<file path="src/rtl/prescaled_updown_counter.sv">
// Up/down counter with clock-enable prescaler, load, modulus and terminal count.
// Define COUNTER_SATURATE_EN to saturate at the bounds instead of wrapping.
module prescaled_updown_counter #(
  parameter int WIDTH     = 4,
  parameter int PRESCALE  = 10000000,
  parameter int MAX_VAL   = 2**WIDTH-1,
  parameter int RESET_VAL = 2**WIDTH-1
) (
  input  logic             clk,
  input  logic             rst,
  input  logic             en,
  input  logic             updown,
  input  logic             load,
  input  logic [WIDTH-1:0] load_val,
  output logic [WIDTH-1:0] count,
  output logic             tick,
  output logic             tc
);

  localparam int PW = (PRESCALE > 1) ? $clog2(PRESCALE) : 1;
  localparam logic [PW-1:0]    PLAST = PW'(PRESCALE-1);
  localparam logic [WIDTH-1:0] MAXV  = WIDTH'(MAX_VAL);
  localparam logic [WIDTH-1:0] RSTV  = WIDTH'(RESET_VAL);

  logic [PW-1:0]    pre_cnt;
  logic [WIDTH-1:0] cur;
  logic [WIDTH-1:0] step;
  logic [WIDTH-1:0] ld_v;
  logic             at_top;
  logic             at_bot;

  always_ff @(posedge clk) begin
    if (rst)
      pre_cnt <= '0;
    else if (en)
      pre_cnt <= (pre_cnt == PLAST) ? '0 : pre_cnt + 1'b1;
  end

  assign tick = !rst && en && (pre_cnt == PLAST);

  // out-of-range values behave as the top of the range
  assign cur    = (count > MAXV) ? MAXV : count;
  assign at_top = (cur == MAXV);
  assign at_bot = (cur == '0);
  assign tc     = tick && !load && (updown ? at_top : at_bot);
  assign ld_v   = (load_val > MAXV) ? MAXV : load_val;

  always_comb begin
    step = cur;
    if (updown) begin
      if (at_top) begin
`ifdef COUNTER_SATURATE_EN
        step = MAXV;
`else
        step = '0;
`endif
      end else begin
        step = cur + 1'b1;
      end
    end else begin
      if (at_bot) begin
`ifdef COUNTER_SATURATE_EN
        step = '0;
`else
        step = MAXV;
`endif
      end else begin
        step = cur - 1'b1;
      end
    end
  end

  always_ff @(posedge clk) begin
    if (rst)
      count <= RSTV;
    else if (load)
      count <= ld_v;
    else if (tick)
      count <= step;
  end

endmodule

</file>
<file path="config.mk">
export PLATFORM = sky130hd
export DESIGN_NAME = prescaled_updown_counter
export DESIGN_NICKNAME = d
export VERILOG_FILES = /design/src/rtl/prescaled_updown_counter.sv
export SDC_FILE = /design/constraint.sdc
export NUM_CORES = 1
export LEC_CHECK = 0
export ABC_AREA = 1
export BUFFER_PORTS_ARGS = -buffer_cell sky130_fd_sc_hd__buf_2
export CAP_MARGIN = 20
export CORE_MARGIN = 1.5
export CORE_UTILIZATION = 59
export DETAILED_ROUTE_END_ITERATION = 10
export HOLD_SLACK_MARGIN = 0.08
export PLACE_DENSITY = 0.79
export SLEW_MARGIN = 30
export SYNTH_ARGS = -nofsm -noshare
export SYNTH_HDL_FRONTEND = slang
export SYNTH_SLANG_ARGS = --single-unit
</file>
<file path="constraint.sdc">
create_clock -name clk -period 1.8 [get_ports clk]
set_clock_uncertainty 0.05 [all_clocks]
set_input_delay 0.18 -clock clk [delete_from_list [all_inputs] [get_ports clk]]
set_output_delay 0.18 -clock clk [all_outputs]
set_load 0.02 [all_outputs]
</file>
# Word level (Yosys, flattened, before mapping)

Cells that the tools add are included.

$lt $le $gt $ge: 2
Multiplexer cells: 9
Reduce and logical (&&, ||, !) cells: 8
$add $sub $neg: 3
Equality and inequality tests: 2

Operators by type and width:

| operator                | count |
|---|---|
| $mux W4                 | 7 |
| $add A24 B1 Y24 const B | 1 |
| $eq A24 B24 Y1 const B  | 1 |
| $mux W24                | 1 |
| $gt A4 B4 Y1 const B    | 2 |
| $add A4 B1 Y4 const B   | 1 |
| $eq A4 B4 Y1 const B    | 1 |
| $logic_and A1 B1 Y1     | 4 |
| $logic_not A4 Y1        | 1 |
| $sub A4 B1 Y4 const B   | 1 |
| $logic_not A1 Y1        | 2 |
| $reduce_bool A2 Y1      | 1 |
| $mux W1                 | 1 |

Register bits: 28
Bits of input ports: 9
Output and inout bits: 6
Word-level logic and storage cells: 26

# Depth between registers and ports, before layout

Depth in word-level cells: 7
Mapped depth: 10
Depth with buffers taken out: 10

# Least setup slack after synthesis

OpenSTA, ideal clock, no wires.

Kind: reg2out
From: register pre_cnt[0]
To: output port tc
Required time: 1570 ps
Arrival time: 1435 ps
Slack: 135 ps
Cell stages (with the launch flop): 10
Path buffers: 0
Path through: dfxtp_1 ha_1 nand3_1 inv_2 nand2_2 nor2_4 nand2_4 nor2_8 nand2_1 a21oi_2

Word-level cells in the longest chain between the ends: 4

RTL lines:

| what                              | RTL line | text |
|---|---|---|
| start: declaration                | 25       | `logic [PW-1:0] pre_cnt;` |
| start signal: assignment          | 36       | `pre_cnt <= (pre_cnt == PLAST) ? '0 : pre_cnt + 1'b1;` |
| $eq A24 B24 Y1                    | 39       | `assign tick = !rst && en && (pre_cnt == PLAST);` |
| $logic_and A1 B1 Y1               | 39       |  |
| net tick                          | 16       | `output logic tick,` |
| $logic_and A1 B1 Y1 (2 in series) | 45       | `assign tc = tick && !load && (updown ? at_top : at_bot);` |
| end: declaration                  | 17       | `output logic tc` |

The timed path passes the listed nets, and every way through them passes these cells.

# Final worst setup path

From: register pre_cnt[0]
To: output port tc

Word-level cells in the longest chain between the ends: 4

RTL lines:

| what                              | RTL line |
|---|---|
| $eq A24 B24 Y1                    | 39 |
| $logic_and A1 B1 Y1               | 39 |
| $logic_and A1 B1 Y1 (2 in series) | 45 |

Every way passes these cells.

==> run_results.csv <==
group,metric,value,unit
outcome,status,"complete, but fails checks",
outcome,failed_checks,"setup timing",
clock_network,clockBufferDepth,2,
yosys,synth_simple_gate_area_share,49.7,%
sta,rsz0062_at_grt,"yes",
power,power.combinational.fraction,12.7,%
sta,post-route-period-util,105,%
yosys,syn_area,1820,um^2
worst_setup_path,cp-endpoint,"tc",
worst_setup_path,worst_path_most_repeated_cell,"sky130_fd_sc_hd__nand2_2",
sta,final-hold-violation-count,0,
yosys,synthCells,268,
yosys,synth-compound-area-share,5.99,%
power,sw_power,0.288,mW
floorplanning,floorplan.die_area,3420,um^2
drt,dr_pass1_iterations,4,
cells_and_area,area_growth_syn_to_layout,18.9,%
cells_and_area,layout.nets,317,
drt,route.detailed.drc,0,
yosys,ys_dominant_reg_cell,"sky130_fd_sc_hd__dfxtp_1",
clock_network,tritoncts,"done",
power,switching_share,26.1,%
sta,timing.max_slew.rel_slack,81.6,%
global_route,top_usage_layer,"met2",
yosys,ys_types,29,
worst_setup_path,timing.critical_path.from_type,"flop",
yosys,synth.top_cells.by_count,"54 x sky130_fd_sc_hd__nand2_1, 43 x sky130_fd_sc_hd__nor2_1, 28 x sky130_fd_sc_hd__dfxtp_1, 28 x sky130_fd_sc_hd__inv_1, 28 x sky130_fd_sc_hd__nand3_1",
drt,avgViaCountPerCell,5.32,
cells_and_area,filler_cell_count,234,
power,max-vdd-ir-drop,455,uV
placed_design,post-place-cells,314,
worst_setup_path,rr_endpoint,"pre_cnt[13]$_SDFFE_PP0P_",
sta,finalMaxSlewViolations,0,
drt,routed-via-count,1782,
yosys,synth.mux.area_fraction,0,%
sta,setup_violations,2,
yosys,synthArstFlopShare,0,%
placed_design,routabilityCongestion,0.885,
global_route,globalRouteTotalUtil,25.3,%
power,pwr-share-clk,28.5,%
yosys,synth_top_area_share,30.8,%
hold_path,class_of_the_tightest_hold_or_removal_check,"input pin to flop",
sta,final_period_minus_worst_setup_slack,1900,ps
power,power_density,510,nW/um^2
global_route,first_pass_grt_wire_length,6790,um
yosys,number_of_flops_mapped_to_enable_cells_by_yosys,0,
yosys,proportion_of_synthesized_chip_area_in_sequential_cells,30.8,%
sta,layout_setup_ws,-95.8,ps
job,maxcap_violations,0,
yosys,postSynthRegisterBits,28,
worst_setup_path,ff2ff_path_depth,10,
yosys,syn_nets,280,
yosys,synth.yosys.warnings,0,
clock_network,cts.sinks,28,
worst_setup_path,critical_path_class,"flop to output port",
floorplanning,initial_utilization,64.3,%
clock_network,clk_pin_slew_worst_paths,160,ps
worst_setup_path,crit_chain,"ha_4 > nand3_2 > inv_2 > nand2_2 > nor2_4 > nand2_4 > nor2_8 > nand2_2 > a21oi_2 > buf_6",
clock_network,root_buffer,"sky130_fd_sc_hd__clkbuf_4",
global_route,grt_use_met3,1.98,%
cells_and_area,post_layout_nonfiller_instances,335,
placed_design,detailedPlacementHpwl,2820,um
floorplanning,die_x,58.5,um
clock_network,cts_max_level,1,
global_route,gr-usage-met2,40.0,%
cells_and_area,antennaDiodeCount,0,
yosys,post_synthesis_share_of_cell_area_spent_on_xor_and_xnor_gates,2.89,%
power,total_leakage_power,0.897,nW
global_route,number_of_global_route_vias_before_repair,1552,
yosys,most_area_consuming_cells_after_synthesis,"sky130_fd_sc_hd__dfxtp_1 31%, sky130_fd_sc_hd__nand2_1 11%, sky130_fd_sc_hd__nor2_1 8.9%",
worst_setup_path,worst_path_max_delay_cell,"sky130_fd_sc_hd__dfxtp_2",
drt,detail_route.wirelength,3990,um
power,seq_power_share,58.8,%
worst_setup_path,max_stage_delay,380,ps
floorplanning,die_height,58.5,um
global_route,grt-ovfl-total,0,
floorplanning,core.rowCount,19,
yosys,synth_area_per_cell,6.78,um^2
worst_setup_path,worst_setup_path_startpoint,"pre_cnt[0]$_SDFFE_PP0P_",
worst_setup_path,cp-end-kind,"output port",
floorplanning,core_region_area,2830,um^2
worst_setup_path,cp_max_fo,2,
yosys,synth_most_common_cell,"sky130_fd_sc_hd__nand2_1",
clock_network,latest_clock_arrival_within_the_worst_skew_pair,330,ps
cells_and_area,layout_cell_share_with_drive_strength_beyond_1,30.6,%
drt,avgRoutedWirePerCell,11.9,um
worst_setup_path,timing.rr.start,"pre_cnt[0]$_SDFFE_PP0P_",
sta,totalNegativeSetupSlack,-121,ps
power,total_internal_power,0.814,mW
floorplanning,i_o_pin_count,15,
drt,dr.first_iter.drc_count,156,
drt,antenna_left,0,
cells_and_area,fin_util,76.4,%
worst_setup_path,reg2reg_slack,170,ps
global_route,grt_start_max_net_pins,16,
worst_setup_path,worst-endpoint-arrival,1670,ps
sta,achievable-frequency,527,MHz
global_route,grt.met1_usage,35.9,%
yosys,dominant_combinational_cell_family_by_area_after_synthesis,"simple AND/OR/NAND/NOR gates",
placed_design,portBuffers,14,
yosys,yosysTopAreaCell,"sky130_fd_sc_hd__dfxtp_1",
placed_design,placement.setup.worst_slack,83.6,ps
yosys,synthAdderAreaFrac,2.06,%
sta,tightest_slew,275,ps
clock_network,tritoncts.num_buffers,3,
global_route,antenna_found_initial,0,
worst_setup_path,critPathRequiredTime,1570,ps
[layout by cell type (no fill, tap or decap), types with 4 or more instances in the layout]
cell	count
sky130_fd_sc_hd__a21oi_1	14
sky130_fd_sc_hd__buf_2	12
sky130_fd_sc_hd__buf_4	18
sky130_fd_sc_hd__dfxtp_1	16
sky130_fd_sc_hd__dfxtp_2	11
sky130_fd_sc_hd__inv_1	27
sky130_fd_sc_hd__inv_2	6
sky130_fd_sc_hd__nand2_1	53
sky130_fd_sc_hd__nand2_2	6
sky130_fd_sc_hd__nand3_1	26
sky130_fd_sc_hd__nand3_2	4
sky130_fd_sc_hd__nand4_1	8
sky130_fd_sc_hd__nor2_1	43
sky130_fd_sc_hd__nor2_2	6
sky130_fd_sc_hd__nor2_4	6
sky130_fd_sc_hd__nor3_1	8
sky130_fd_sc_hd__nor3_2	8
sky130_fd_sc_hd__xor2_1	4
[flip-flops by register name, summed over array words and instances, names as in the netlist]
register / count
count: 4
pre_cnt: 24
[worst min-delay path by stage]
stage | startpoint | to | slack, ps | cells after the start
final | load | count[0]$_SDFFE_PP1P_ | 80 | 3
after floorplan | load | count[1]$_SDFFE_PP1P_ | 270 | 2
after global placement | load_val[2] | count[2]$_SDFFE_PP1P_ | 360 | 3
after detailed placement | load_val[2] | count[2]$_SDFFE_PP1P_ | 370 | 3
after CTS | load | count[0]$_SDFFE_PP1P_ | 80 | 3
after global routing | load | count[1]$_SDFFE_PP1P_ | 100 | 3
[power by group through the flow]
stage	sequential, mW	clock, mW	combinational, mW
final	0.647	0.314	0.140
after global routing	0.649	0.339	0.156
after CTS	0.647	0.319	0.134
after detailed placement	0.660	0	0.120
after global placement	0.660	0	0.119
after floorplan	0.665	0	0.0823
[through the flow]
stage | cell area [um^2] | total power, mW | hold slack, ps
finish | 2160 | 1.10 | 79.1
global route | 2160 | 1.14 | 98.8
CTS | 2110 | 1.10 | 80.9
detailed placement | 1930 | 0.780 | 368
global placement | 1930 | 0.779 | 365
floorplan | 1820 | 0.747 | 266
[critical path: cells and delay by family (launching register included)]
| kind | cells | cell delay [ps] |
|---|---|---|
| compound gates | 1 | 110 |
| fa+ha+maj | 1 | 140 |
| buf+inv | 2 | 210 |
| flops | 1 | 380 |
| simple gates | 6 | 490 |
[cells by family (layout without fill, tap and decap cells)]
family,count (synthesis),after routing
compound gates,20,20
fa+ha+maj,3,3
buf+inv,37,73
simple gates,174,174
xor+xnor,6,6
flops,28,28
[timing repair]
item / 4_1_cts / 5_1_grt
endpoints found under the setup margin: 2 / 2
hold buffers: 3 / 0
pin swaps: 5 / 6
resized for setup: 18 / 6
hold endpoints to repair: 3 / 0
setup buffers: 9 / 5
[area by class of cell]
| type | instances | area, um^2 | area share, % |
|---|---|---|---|
| tap | 31 | 38.8 | 1.80 |
| multi-input combinational | 203 | 1130 | 52.4 |
| clock buffer | 4 | 36.3 | 1.68 |
| sequential | 28 | 578 | 26.8 |
| inverter | 34 | 128 | 5.91 |
| timing repair buffer | 35 | 248 | 11.5 |
[metal layers]
layer | routed length [um] | vias up
met5 | 0 | -
met4 | 72 | 0
met3 | 197 | 8
met2 | 1810 | 45
met1 | 1920 | 792
li1 | - | 937
Note: power is estimated with default switching activity, not from simulation.
